**config.mk**
```make
export PLATFORM = sky130hd
export DESIGN_NAME = parity_serial_tx_flat
export DESIGN_NICKNAME = d
export VERILOG_FILES = /design/src/rtl/parity_serial_tx_if.sv /design/src/rtl/parity_serial_tx.sv /design/src/flat_wrapper.sv
export SDC_FILE = /design/constraint.sdc
export NUM_CORES = 1
export LEC_CHECK = 0
export ABC_AREA = 1
export CELL_PAD_IN_SITES_DETAIL_PLACEMENT = 1
export CELL_PAD_IN_SITES_GLOBAL_PLACEMENT = 2
export CORE_ASPECT_RATIO = 1.2
export CORE_UTILIZATION = 39
export DETAILED_ROUTE_END_ITERATION = 8
export DONT_BUFFER_PORTS = 1
export PLACE_DENSITY = 0.87
export SETUP_SLACK_MARGIN = 0.1
export SLEW_MARGIN = 20
export SYNTH_ARGS = -nofsm -noshare
export SYNTH_HDL_FRONTEND = slang
export SYNTH_SLANG_ARGS = --single-unit
```
**constraint.sdc**
```tcl
create_clock -name clk -period 3.4 [get_ports clk]
set_input_delay 0.68 -clock clk [delete_from_list [all_inputs] [get_ports clk]]
set_output_delay 0.68 -clock clk [all_outputs]
set_load 0.02 [all_outputs]
```
**src/rtl/parity_serial_tx_if.sv**
```systemverilog
// Handshake and serial-line bundle for parity_serial_tx.
//   master : word producer side (drives in_valid/in_data/odd_mode,
//            observes in_ready and the serial/status outputs)
//   slave  : the transmitter itself
// Signals:
//   in_valid  producer has a word
//   in_data   word to send (DATA_W bits)
//   odd_mode  parity sense for the offered word (1 = odd, 0 = even)
//   in_ready  transmitter can accept a word this cycle
//   ser_out   serial bit, LSB first, parity bit last
//   ser_valid ser_out carries a frame bit
//   ser_last  current bit is the parity bit
//   busy      frame in progress
//   frame_cnt completed frames, wraps modulo 2^CNT_W
interface parity_serial_tx_if #(
  parameter int DATA_W = 8,
  parameter int CNT_W  = 8
);
  logic              in_valid;
  logic [DATA_W-1:0] in_data;
  logic              odd_mode;
  logic              in_ready;
  logic              ser_out;
  logic              ser_valid;
  logic              ser_last;
  logic              busy;
  logic [CNT_W-1:0]  frame_cnt;

  modport master (
    output in_valid, in_data, odd_mode,
    input  in_ready, ser_out, ser_valid, ser_last, busy, frame_cnt
  );

  modport slave (
    input  in_valid, in_data, odd_mode,
    output in_ready, ser_out, ser_valid, ser_last, busy, frame_cnt
  );
endinterface

```
**src/rtl/parity_serial_tx.sv**
```systemverilog
// Serial frame transmitter with per-word even/odd parity.
// Accepts a parallel word over a valid/ready handshake, shifts it out
// LSB-first one bit per clock, then appends one parity bit. A new word
// can be accepted during the parity cycle so frames run gapless.
// Ports:
//   clk    rising-edge clock
//   rst_n  asynchronous active-low reset
//   tx_if  parity_serial_tx_if.slave (handshake, serial line, status)
// Every output is decoded from registers only.
module parity_serial_tx #(
  parameter int DATA_W = 8,
  parameter int CNT_W  = 8
) (
  input  logic                clk,
  input  logic                rst_n,
  parity_serial_tx_if.slave   tx_if
);

  typedef enum logic [1:0] {IDLE, DATA, PARITY} state_e;

  localparam int              BCW      = (DATA_W > 1) ? $clog2(DATA_W) : 1;
  localparam logic [BCW-1:0]  LAST_BIT = BCW'(DATA_W - 1);

  state_e            state_q;
  logic [DATA_W-1:0] shreg_q;
  logic [BCW-1:0]    bitcnt_q;
  logic              acc_q;
  logic [CNT_W-1:0]  cnt_q;
  logic              en_q;
  logic              ready;
  logic              accept;

  // en_q holds in_ready low while reset is asserted and for the first
  // edge after release, keeping in_ready a pure register decode.
  assign ready  = en_q && (state_q != DATA);
  assign accept = tx_if.in_valid && ready;

  always_ff @(posedge clk or negedge rst_n) begin
    if (!rst_n) begin
      state_q  <= IDLE;
      shreg_q  <= '0;
      bitcnt_q <= '0;
      acc_q    <= 1'b0;
      cnt_q    <= '0;
      en_q     <= 1'b0;
    end else begin
      en_q <= 1'b1;
      unique case (state_q)
        IDLE: begin
          if (accept) begin
            shreg_q  <= tx_if.in_data;
            bitcnt_q <= '0;
            acc_q    <= tx_if.odd_mode;
            state_q  <= DATA;
          end
        end
        DATA: begin
          // Seeding acc with odd_mode makes the final value the odd
          // parity bit directly, or the plain XOR for even parity.
          acc_q    <= acc_q ^ shreg_q[0];
          shreg_q  <= shreg_q >> 1;
          bitcnt_q <= bitcnt_q + BCW'(1);
          if (bitcnt_q == LAST_BIT) begin
            state_q <= PARITY;
          end
        end
        PARITY: begin
          cnt_q <= cnt_q + CNT_W'(1);
          if (accept) begin
            shreg_q  <= tx_if.in_data;
            bitcnt_q <= '0;
            acc_q    <= tx_if.odd_mode;
            state_q  <= DATA;
          end else begin
            state_q <= IDLE;
          end
        end
        default: state_q <= IDLE;
      endcase
    end
  end

  assign tx_if.in_ready  = ready;
  assign tx_if.ser_out   = (state_q == DATA)   ? shreg_q[0] :
                           (state_q == PARITY) ? acc_q      : 1'b0;
  assign tx_if.ser_valid = (state_q != IDLE);
  assign tx_if.ser_last  = (state_q == PARITY);
  assign tx_if.busy      = (state_q != IDLE);
  assign tx_if.frame_cnt = cnt_q;

endmodule

```
**src/flat_wrapper.sv**
```systemverilog
// flat-port wrapper written by rule: the top's interface ports become plain ports
module parity_serial_tx_flat 
#(
  parameter int DATA_W = 8,
  parameter int CNT_W  = 8
)
  (clk, rst_n, tx_if_in_valid, tx_if_in_data, tx_if_odd_mode, tx_if_in_ready, tx_if_ser_out, tx_if_ser_valid, tx_if_ser_last, tx_if_busy, tx_if_frame_cnt);
  parity_serial_tx_if #(.DATA_W(DATA_W), .CNT_W(CNT_W)) tx_if_i ();
  input  logic clk;
  input  logic rst_n;
  input wire logic [$bits(tx_if_i.in_valid)-1:0] tx_if_in_valid;
  input wire logic [$bits(tx_if_i.in_data)-1:0] tx_if_in_data;
  input wire logic [$bits(tx_if_i.odd_mode)-1:0] tx_if_odd_mode;
  output wire logic [$bits(tx_if_i.in_ready)-1:0] tx_if_in_ready;
  output wire logic [$bits(tx_if_i.ser_out)-1:0] tx_if_ser_out;
  output wire logic [$bits(tx_if_i.ser_valid)-1:0] tx_if_ser_valid;
  output wire logic [$bits(tx_if_i.ser_last)-1:0] tx_if_ser_last;
  output wire logic [$bits(tx_if_i.busy)-1:0] tx_if_busy;
  output wire logic [$bits(tx_if_i.frame_cnt)-1:0] tx_if_frame_cnt;
  assign tx_if_i.in_valid = tx_if_in_valid;
  assign tx_if_i.in_data = tx_if_in_data;
  assign tx_if_i.odd_mode = tx_if_odd_mode;
  assign tx_if_in_ready = tx_if_i.in_ready;
  assign tx_if_ser_out = tx_if_i.ser_out;
  assign tx_if_ser_valid = tx_if_i.ser_valid;
  assign tx_if_ser_last = tx_if_i.ser_last;
  assign tx_if_busy = tx_if_i.busy;
  assign tx_if_frame_cnt = tx_if_i.frame_cnt;
  parity_serial_tx #(.DATA_W(DATA_W), .CNT_W(CNT_W)) u_core (.clk(clk), .rst_n(rst_n), .tx_if(tx_if_i));
endmodule
```
After elaboration in Yosys (flattened, before gate mapping)
Cells that the tools add are included.
- bits in registers: 23
- output and inout bits: 13
- logic and storage cells: 36
- bitwise gates (word level): 1
- mux-type cells: 12
- reductions and logical operators: 8
- equal/unequal tests: 7
- add/sub/neg operators: 2
- operator list (kind ; count):
    $pmux W8 S2 ; 1
    $add A8 B1 Y8 const B ; 1
    $mux W8 ; 1
    $ne A2 B1 Y1 const B ; 4
    $pmux W2 S3 ; 1
    $pmux W3 S2 ; 1
    $mux W1 ; 4
    $mux W2 ; 2
    $reduce_and A2 Y1 ; 2
    $reduce_bool A2 Y1 ; 2
    $add A3 B1 Y3 const B ; 1
    $eq A3 B3 Y1 const B ; 1
    $mux W3 ; 1
    $eq A2 B1 Y1 const B ; 1
    $eq A2 B2 Y1 const B ; 1
    $logic_and A1 B1 Y1 ; 2
    $logic_not A2 Y1 ; 1
    $pmux W1 S2 ; 1
    $reduce_or A2 Y1 ; 1
    $xor A1 B1 Y1 ; 1

Logic depth before layout (Yosys ltp)
Gate-level depths: netlist of run 1.
- word-level depth: 5
- depth in mapped cells: 8
- gate-level depth less buffers: 7

Least setup slack after synthesis of run 1
OpenSTA, ideal clock, no wires.
- path type: flip-flop to output port
- start point: reg u_core.state_q[0]
- end point: out tx_if_in_ready
- path slack: 1.539 ns
- data required time: 2.720 ns
- stages on the path, launching flop included: 3
- arrival time: 1.181 ns
- cells stage by stage: dfrtp_1 -> buf_2 -> a21boi_0
- longest elaborated chain between the ends: 2
- ends and longest elaborated chain (element ; RTL line ; RTL):
    from (decl) ; parity_serial_tx.sv:24 ; state_e state_q;
    from (signal assigned) ; parity_serial_tx.sv:40 ; state_q <= IDLE;
    from (signal assigned) ; parity_serial_tx.sv:54 ; state_q <= DATA;
    from (signal assigned) ; parity_serial_tx.sv:64 ; state_q <= PARITY;
    $ne A2 B1 Y1 ; parity_serial_tx.sv:35 ; assign ready = en_q && (state_q != DATA);
    $logic_and A1 B1 Y1 ; parity_serial_tx.sv:35 ;
    to (decl) ; flat_wrapper.sv:14 ; output wire logic [$bits(tx_if_i.in_ready)-1:0] tx_if_in_ready;
Every way passes these cells.

Final worst setup path of run 1
- start point: reg u_core.state_q[0]
- end point: out tx_if_ser_out
- longest elaborated chain between the ends: 3
- ends and longest elaborated chain (element ; RTL line ; RTL):
    $eq A2 B2 Y1 ; n/a ;
    net tx_if_ser_last ; flat_wrapper.sv:17 ; output wire logic [$bits(tx_if_i.ser_last)-1:0] tx_if_ser_last;
    $mux W1 ; parity_serial_tx.sv:85 ; (state_q == PARITY) ? acc_q : 1'b0;
    $mux W1 ; parity_serial_tx.sv:84 ; assign tx_if.ser_out = (state_q == DATA) ? shreg_q[0] :
    to (decl) ; flat_wrapper.sv:15 ; output wire logic [$bits(tx_if_i.ser_out)-1:0] tx_if_ser_out;
The timed path passes the listed nets, and every way through them passes these cells.

==> results of run 1 <==
-- registers in the layout, indices dropped and copies added (netlist names) --
register / count
u_core.bitcnt_q: 3
u_core.acc_q: 1
u_core.shreg_q: 8
u_core.state_q: 2
u_core.en_q: 1
u_core.tx_if.frame_cnt: 8
-- logic make-up after synthesis --
group	share of synthesized area (%)
buf+inv	7.439
fa+ha+maj	3.188
simple gates	28.27
compound gates	9.671
flops	48.88
other cells	0.3185
xor+xnor	2.232
-- cells in the final DEF, fill, tap and decap left out, drive strengths merged, types with 2 or more instances in the layout --
cell    count
inv        14
o21ai       6
nor2        5
clkbuf      3
nand2      50
o211ai      6
ha          3
or2         5
xor2        2
nand3       8
dfrtp      23
-- layout make-up --
class	instances	area [µm²]
Clock buffer	3	22.52
Sequential cell	23	575.6
Fill cell	336	1615
Tap cell	34	42.54
Clock inverter	1	5.005
Multi-Input combinational cell	90	514.2
Timing Repair Buffer	1	10.01
Inverter	14	52.55
-- critical path, cell delays in order (launching register included) --
cell     delay, ns
dfrtp_1       0.64
nor2_4        0.34
inv_1         0.10
o22ai_1       0.41
-- layer usage --
layer / up-vias / routed length, µm / track usage, %
met5: - / 0 / 0
li1: 412 / - / -
met4: 0 / 26 / 7.895
met2: 14 / 1168 / 27.24
met1: 413 / 1026 / 20.72
met3: 2 / 79 / 3.186
-- power by group through the flow --
| stage | sequential [µW] | combinational, µW | clock, µW |
|---|---|---|---|
| after floorplan | 445 | 410 | 0 |
| after detailed placement | 482 | 420 | 0 |
| after global routing | 489 | 478 | 153 |
| after global placement | 480 | 404 | 0 |
| final | 474 | 416 | 131 |
| after CTS | 476 | 422 | 140 |
-- through the flow --
stage                     setup slack, ns  power, µW  cell area, µm²  cells
after floorplan                     1.539      854.6            1177    131
after global placement              1.295      884.0            1185    161
after detailed placement            1.250      902.0            1185    161
after CTS                          0.8670       1038            1212    165
after global routing               0.8001       1120            1222    166
final                              0.9048       1021            1222    166
-- final timing paths --
check                                                    start                                     to  cells after the start
min in group clk                u_core.bitcnt_q[0]$_DFFE_PN0P_         u_core.bitcnt_q[0]$_DFFE_PN0P_                      1
worst max register to register   u_core.state_q[0]$_DFFE_PN0P_          u_core.shreg_q[1]$_DFFE_PN0P_                      6
max in group asynchronous                                rst_n  u_core.tx_if.frame_cnt[1]$_DFFE_PN0P_                      1
worst min-delay path                                     rst_n  u_core.tx_if.frame_cnt[6]$_DFFE_PN0P_                      0
worst min register to register  u_core.bitcnt_q[0]$_DFFE_PN0P_         u_core.bitcnt_q[0]$_DFFE_PN0P_                      1
worst max-delay path             u_core.state_q[0]$_DFFE_PN0P_                          tx_if_ser_out                      3
-- repair_timing --
action                                 in CTS  in global routing
buffers inserted                            0                  0
hold buffers                                0                  1
endpoints found under the hold margin       0                 13
==> results.sh, run 1 <==
export IMPL_grt_antenna_before_repair=0
export IMPL_pin_count=25
export IMPL_rows=21
export IMPL_cap_violations=0
export IMPL_drive_above_1_share_pct=17.42
export IMPL_holdWs_ns=0.04182
export IMPL_intPower_uw=564.4
export IMPL_p_seq_share_pct=46.4
export IMPL_ys_seq_area_share_pct=48.88
export IMPL_wl_per_cell_um=13.86
export IMPL_yosysUniqueCellTypes=25
export IMPL_drc=0
export IMPL_netlist_top_cells_count="nand2_1, dfrtp_1, inv_1, nand2_2, nand3_1"
export IMPL_rsz0062_at_grt="no"
export IMPL_p_leak_uw=0.0005980
export IMPL_synth_most_common_cell="nand2_1"
export IMPL_drtIter0Drc=8
export IMPL_dp_hpwl_um=1665
export IMPL_grt_pass1_vias=878
export IMPL_comb_power_share_pct=40.8
export IMPL_final_util_pct=43.08
export IMPL_cts_buffers_inserted=3
export IMPL_ant_nets=0
export IMPL_synth_seq_cells=23
export IMPL_start_util_pct=41.49
export IMPL_syn_instance_count=131
export IMPL_drtPass1Iterations=4
export IMPL_syn_to_final_growth_pct=3.826
export IMPL_period_needed_ns=2.495
export IMPL_finalWirelength_um=2301
export IMPL_slew_viol_final=0
export IMPL_switching_power_uw=456.7
export IMPL_cp_end_kind="output port"
export IMPL_track_usage_pct=16.73
export IMPL_grt_overflow=0
export IMPL_h_tree_depth=1
export IMPL_clkPwrFrac_pct=12.8
export IMPL_synth_async_reset_ratio_pct=100.0
export IMPL_peakVddDrop_mv=0.4122
export IMPL_fin_crit_sh_pct=73.39
export IMPL_yosysWarningCount=0
export IMPL_ys_dominant_reg_cell="dfrtp_1"
export IMPL_setup_viol=0
export IMPL_gp_congestion=0.7609
export IMPL_finalClockSkew_ns=0.008346
export IMPL_numPortBuffers=0
export IMPL_grt_first_pass_wirelength_um=4022
export IMPL_hp_class="input pin to async pin"
export IMPL_die_w_um=52.16
export IMPL_avgSynthCellArea_um2=8.988
export IMPL_vias=841
export IMPL_reg2reg_slack_ns=1.70
export IMPL_worstMarginPinSlew_ns=0.6572
export IMPL_swShare_pct=44.73
export IMPL_syn_area_mm2=0.001177
export IMPL_grt_max_degree=24
export IMPL_synth_edf_count=0
export IMPL_hold_viol=0
export IMPL_yosys_area_top_type="dfrtp_1"
export IMPL_core_mm2=0.002838
export IMPL_tns_ns=0
export IMPL_path_clk_slew_ns=0.14
export IMPL_slew_limit_headroom_pct=55.79
export IMPL_post_cts_resized=0
export IMPL_syn_nets=146
export IMPL_fmax_mhz=400.8
export IMPL_cts_sinks=23
export IMPL_synthTopCellsByArea="dfrtp_1, nand2_1, o211ai_2, inv_1, ha_1"
export IMPL_clk_path_buf_depth=2
export IMPL_cp_required_ns=2.72
export IMPL_die_area_mm2=0.003244
export IMPL_status="finished, final reports clean"
export IMPL_synth_top_area_share_pct=48.88
export IMPL_root_buffer="clkbuf_4"
export IMPL_startpoint_type="flip-flop"
export IMPL_arrival_ns=1.82
export IMPL_cts_tree="built"
export IMPL_crit_path_max_fanout=15
export IMPL_die_h_um=62.19
export IMPL_power_density_mw_per_mm2=835.2
export IMPL_antenna_cells=0
export IMPL_finalNetCount=148
export IMPL_worstSetupPathType="flip-flop to output port"
export IMPL_routed_via_density=5.066
export IMPL_clock_latency_ns=0.32
Note: power is estimated with default switching activity, not from simulation.
==> run 2, diff against run 1 <==
Settings changed: CORE_UTILIZATION 39 to 33, PLACE_DENSITY 0.87 to 0.79.
Clock period 3.4 ns to 2 ns, I/O delays scaled along.
==> run 2 against run 1 <==
Net effect: die area increased by 18%; final area increased by 4.1%; core utilization decreased by 5.3 points; worst setup slack got worse by 0.64 ns; largest power group is now combinational logic; highest routed layer unchanged.
==> results.sh, run 2 (same netlist as run 1, synthesis figures left out) <==
export IMPL_p_seq_share_pct=41.2
export IMPL_die_h_um=67.43
export IMPL_grt_pass1_vias=919
export IMPL_clock_latency_ns=0.27
export IMPL_switching_power_uw=805.4
export IMPL_antenna_cells=0
export IMPL_period_needed_ns=1.737
export IMPL_drc=0
export IMPL_cts_tree="built"
export IMPL_startpoint_type="flip-flop"
export IMPL_die_w_um=56.53
export IMPL_cp_end_kind="output port"
export IMPL_clk_path_buf_depth=2
export IMPL_hold_viol=0
export IMPL_p_total_uw=1883
export IMPL_critPathLaunch="u_core.state_q[1]$_DFFE_PN0P_"
export IMPL_core_mm2=0.003367
export IMPL_syn_to_final_growth_pct=8.076
export IMPL_post_cts_buffers=0
export IMPL_power_density_mw_per_mm2=1479
export IMPL_drtIter0Drc=24
export IMPL_dp_hpwl_um=1756
export IMPL_grt_first_pass_wirelength_um=4229
export IMPL_path_clk_slew_ns=0.08
export IMPL_routed_via_density=4.936
export IMPL_tns_ns=0
export IMPL_finalClockSkew_ns=0.003059
export IMPL_hp_class="input pin to async pin"
export IMPL_finalWirelength_um=2369
export IMPL_fmax_mhz=575.7
export IMPL_finalNetCount=151
export IMPL_seqCellArea_um2=576.8
export IMPL_fill_cells=395
export IMPL_track_usage_pct=14.75
export IMPL_crit_path_max_fanout=6
export IMPL_setup_viol=0
export IMPL_pin_count=25
export IMPL_multi_input_area_um2=520.5
export IMPL_cts_buffers_inserted=3
export IMPL_clkPwrFrac_pct=15.9
export IMPL_worstReg2RegStart="u_core.state_q[1]$_DFFE_PN0P_"
export IMPL_design_area_mm2=0.001272
export IMPL_placed_cell_area_mm2=0.001211
export IMPL_arrival_ns=1.34
export IMPL_rsz0062_at_grt="no"
export IMPL_grt_antenna_before_repair=0
export IMPL_numPortBuffers=0
export IMPL_worstSetupPathType="flip-flop to output port"
export IMPL_intPower_uw=1077
export IMPL_swShare_pct=42.78
export IMPL_fin_crit_sh_pct=86.86
export IMPL_drive_above_1_share_pct=20.74
export IMPL_grt_overflow=0
export IMPL_setup_slack_ns=0.2628
export IMPL_layout_commonest_cell="nand2_1"
export IMPL_cp_required_ns=1.60
export IMPL_slew_limit_headroom_pct=64.06
export IMPL_gp_congestion=0.7832
export IMPL_root_buffer="clkbuf_8"
export IMPL_p_leak_uw=0.0006193
export IMPL_die_area_mm2=0.003811
export IMPL_peakVddDrop_mv=0.6509
export IMPL_status="finished, final reports clean"
export IMPL_cts_sinks=23
export IMPL_cap_violations=0
export IMPL_worstMarginPinSlew_ns=0.5391
export IMPL_reg2reg_to="u_core.tx_if.frame_cnt[6]$_DFFE_PN0P_"
export IMPL_drtPass1Iterations=4
export IMPL_h_tree_depth=1
export IMPL_final_cell_mix="nand2_1, dfrtp_1, inv_1"
export IMPL_start_util_pct=34.97
export IMPL_rows=23
export IMPL_ant_nets=0
export IMPL_slew_viol_final=0
export IMPL_worstRegToRegCells=7
export IMPL_grt_max_degree=24
export IMPL_wl_per_cell_um=13.77
export IMPL_reg2reg_slack_ns=0.67
export IMPL_vias=849
export IMPL_comb_power_share_pct=43.0
export IMPL_pre_cts_ws_ns=0.4333
## run 2: through the flow
stage | hold WS, ns | instances | utilization (%)
6_report | 0.1047 | 172 | 37.79
5_1_grt | 0.1545 | 172 | 37.79
4_1_cts | 0.2644 | 172 | 37.61
3_5_place_dp | 0.1049 | 167 | 35.97
3_3_place_gp | 0.1049 | 167 | 35.97
2_1_floorplan | 0.1044 | 131 | -
## run 2: what timing repair did
action / CTS / global route
endpoints found under the hold margin: 23 / 0
setup endpoints to repair: 0 / 1
resized for setup: 0 / 3
hold buffers: 1 / 0
## run 2: worst max path at each step
stage                          end  slack (ns)  depth (start not counted)
floorplan           tx_if_in_ready        0.42                          2
global placement     tx_if_ser_out        0.49                          4
detailed placement   tx_if_ser_out        0.43                          4
CTS                  tx_if_ser_out        0.13                          4
global route         tx_if_ser_out        0.14                          5
finish               tx_if_ser_out        0.26                          5
## run 2: final cells by class
type	count	share of cell area, %
repair buffers	4	2.458
clock buffers	4	3.540
well taps	37	3.638
inverters	14	4.130
multi-input cells	90	40.90
flip-flops and latches	23	45.33
## run 2: critical path, cell delays in order, from the launching register on
cell and delay [ns]:
dfrtp_1 0.38, inv_2 0.09, nor2_4 0.24, inv_1 0.10, o22ai_2 0.10, buf_4 0.16
## run 2: power groups by stage
stage	logic [µW]	clock network, µW	registers (µW)
after detailed placement	799	0	781
after floorplan	697	0	756
final	809	299	775
after CTS	816	313	773
after global placement	774	0	774
after global routing	932	327	799
## run 2: layer usage
layer,wire (µm),track usage (%)
met1,948,16.79
met2,1258,26.18
met3,115,3.257
met5,0,0
met4,47,7.317
==> run 3, diff against run 2 <==
Settings changed: CORE_ASPECT_RATIO 1.2 to 0.5.
==> run 3 against run 2 <==
Net effect: sequential share of layout area is 1.0 points lower; cell count is 7.0% higher; combinational power is 1% lower; worst setup slack worse by 0.031 ns; final area is 2.3% higher; clock power is 4% lower; critical path type unchanged.
==> results.sh, run 3 (same netlist as run 1, synthesis figures left out) <==
export IMPL_status="finished, final reports clean"
export IMPL_routed_via_density=4.576
export IMPL_arrival_ns=1.37
export IMPL_cp_required_ns=1.60
export IMPL_cts_buffers_inserted=3
export IMPL_path_clk_slew_ns=0.08
export IMPL_drc=0
export IMPL_tns_ns=0
export IMPL_clkPwrFrac_pct=15.3
export IMPL_dp_hpwl_um=1716
export IMPL_startpoint_type="flip-flop"
export IMPL_clock_latency_ns=0.26
export IMPL_hold_viol=0
export IMPL_grt_first_pass_wirelength_um=4174
export IMPL_p_seq_share_pct=41.8
export IMPL_power_density_mw_per_mm2=1430
export IMPL_multi_input_area_um2=514.2
export IMPL_grt_antenna_before_repair=0
export IMPL_die_area_mm2=0.003825
export IMPL_min_from="tx_if_in_data[4]"
export IMPL_switching_power_uw=792.4
export IMPL_peakVddDrop_mv=0.5021
export IMPL_worstSetupPathType="flip-flop to output port"
export IMPL_ant_nets=0
export IMPL_crit_chain="buf_4 -> nand2_2 -> o22ai_1 -> buf_4"
export IMPL_period_needed_ns=1.768
export IMPL_hp_class="input pin to flip-flop"
export IMPL_fin_crit_sh_pct=88.41
export IMPL_antenna_cells=0
export IMPL_crit_path_max_fanout=10
export IMPL_numPortBuffers=0
export IMPL_h_tree_depth=1
export IMPL_start_util_pct=36.93
export IMPL_die_w_um=86.47
export IMPL_comb_power_share_pct=42.9
export IMPL_cts_tree="built"
export IMPL_cpMostUsedCell="buf_4"
export IMPL_grt_pass1_vias=909
export IMPL_p_leak_uw=0.0006266
export IMPL_gp_congestion=0.6997
export IMPL_setup_viol=0
export IMPL_design_area_mm2=0.001301
export IMPL_track_usage_pct=14.46
export IMPL_layout_commonest_cell="nand2_1"
export IMPL_reg2reg_slack_ns=0.62
export IMPL_slew_viol_final=0
export IMPL_cpLargestDelayFamily="flip-flops"
export IMPL_cap_violations=0
export IMPL_rsz0062_at_grt="no"
export IMPL_finalNetCount=152
export IMPL_worstReg2RegStart="u_core.state_q[0]$_DFFE_PN0P_"
export IMPL_fill_cells=386
export IMPL_min_path_cells=2
export IMPL_intPower_uw=1068
export IMPL_wl_per_cell_um=12.82
export IMPL_drive_above_1_share_pct=19.85
export IMPL_fmax_mhz=565.5
export IMPL_drtPass1Iterations=3
export IMPL_slowest_stage="dfrtp_2"
export IMPL_syn_to_final_growth_pct=10.52
export IMPL_grt_max_degree=24
export IMPL_drtIter0Drc=32
export IMPL_crit_path_max_incr_delay_ns=0.44
export IMPL_reg2reg_to="u_core.shreg_q[4]$_DFFE_PN0P_"
export IMPL_finalClockSkew_ns=0.005024
export IMPL_swShare_pct=42.58
export IMPL_grt_overflow=0
export IMPL_vias=842
export IMPL_core_mm2=0.003188
export IMPL_final_cell_mix="nand2_1, dfrtp_1, inv_1"
export IMPL_seqCellArea_um2=576.8
export IMPL_placed_cell_area_mm2=0.001225
export IMPL_min_to="u_core.shreg_q[4]$_DFFE_PN0P_"
export IMPL_path_buf_inv=2
export IMPL_cts_sinks=23
export IMPL_pin_count=25
export IMPL_root_buffer="clkbuf_8"
export IMPL_worstRegToRegCells=6
export IMPL_rows=14
export IMPL_finalWirelength_um=2358
export IMPL_cp_end_kind="output port"
export IMPL_die_h_um=44.24
export IMPL_clk_path_buf_depth=2
==> run 3: worst max-delay path by stage <==
| stage | endpoint | slack [ns] | from | depth (start not counted) |
|---|---|---|---|---|
| 2_1_floorplan | tx_if_in_ready | 0.42 | u_core.state_q[0]$_DFFE_PN0P_ | 2 |
| 5_1_grt | tx_if_ser_out | 0.16 | u_core.state_q[1]$_DFFE_PN0P_ | 5 |
| 3_5_place_dp | tx_if_ser_out | 0.44 | u_core.state_q[0]$_DFFE_PN0P_ | 4 |
| 4_1_cts | tx_if_ser_out | 0.14 | u_core.state_q[0]$_DFFE_PN0P_ | 4 |
| 3_3_place_gp | tx_if_ser_out | 0.46 | u_core.state_q[0]$_DFFE_PN0P_ | 4 |
| 6_report | tx_if_ser_out | 0.23 | u_core.state_q[0]$_DFFE_PN0P_ | 4 |
==> run 3: through the flow <==
stage	total power, µW	std cells	utilization [%]	worst slack [ns]	hold WS, ns
floorplan	1453	131	-	0.4192	0.1044
detailed placement	1586	178	38.42	0.4423	0.1052
CTS	1897	184	40.78	0.1370	0.2736
global route	2044	184	40.82	0.1557	0.2773
global placement	1563	178	38.42	0.4614	0.1048
finish	1861	184	40.82	0.2317	0.2804
==> run 3: cell type report <==
| cell class | instances | area share, % |
|---|---|---|
| timing repair buffer | 5 | 4.038 |
| tap | 48 | 4.615 |
| multi-input combinational | 90 | 39.52 |
| inverter | 14 | 4.038 |
| sequential | 23 | 44.33 |
| clock buffer | 4 | 3.462 |
==> run 3: power by group through the flow <==
stage	Clock (µW)	Sequential [µW]	Combinational, µW
3_5_place_dp	0	784	802
2_1_floorplan	0	756	697
5_1_grt	312	803	929
6_report	286	777	798
3_3_place_gp	0	780	783
4_1_cts	298	776	822
==> run 3: layer usage <==
metal / share of wire (%) / track usage, % / up-vias / wire (µm)
li1: - / - / 420 / -
met1: 48 / 17.76 / 406 / 1139
met2: 45 / 24.44 / 16 / 1062
met3: 6.6 / 6.530 / 0 / 155
met4: 0 / 2.000 / 0 / 0
met5: 0 / 0 / - / 0
==> run 3: timing repair <==
item                       4_1_cts  5_1_grt
setup endpoints to repair        0        1
resized for setup                0        1
hold buffers                     2        0
setup buffers                    0        0
hold endpoints to repair        23        0
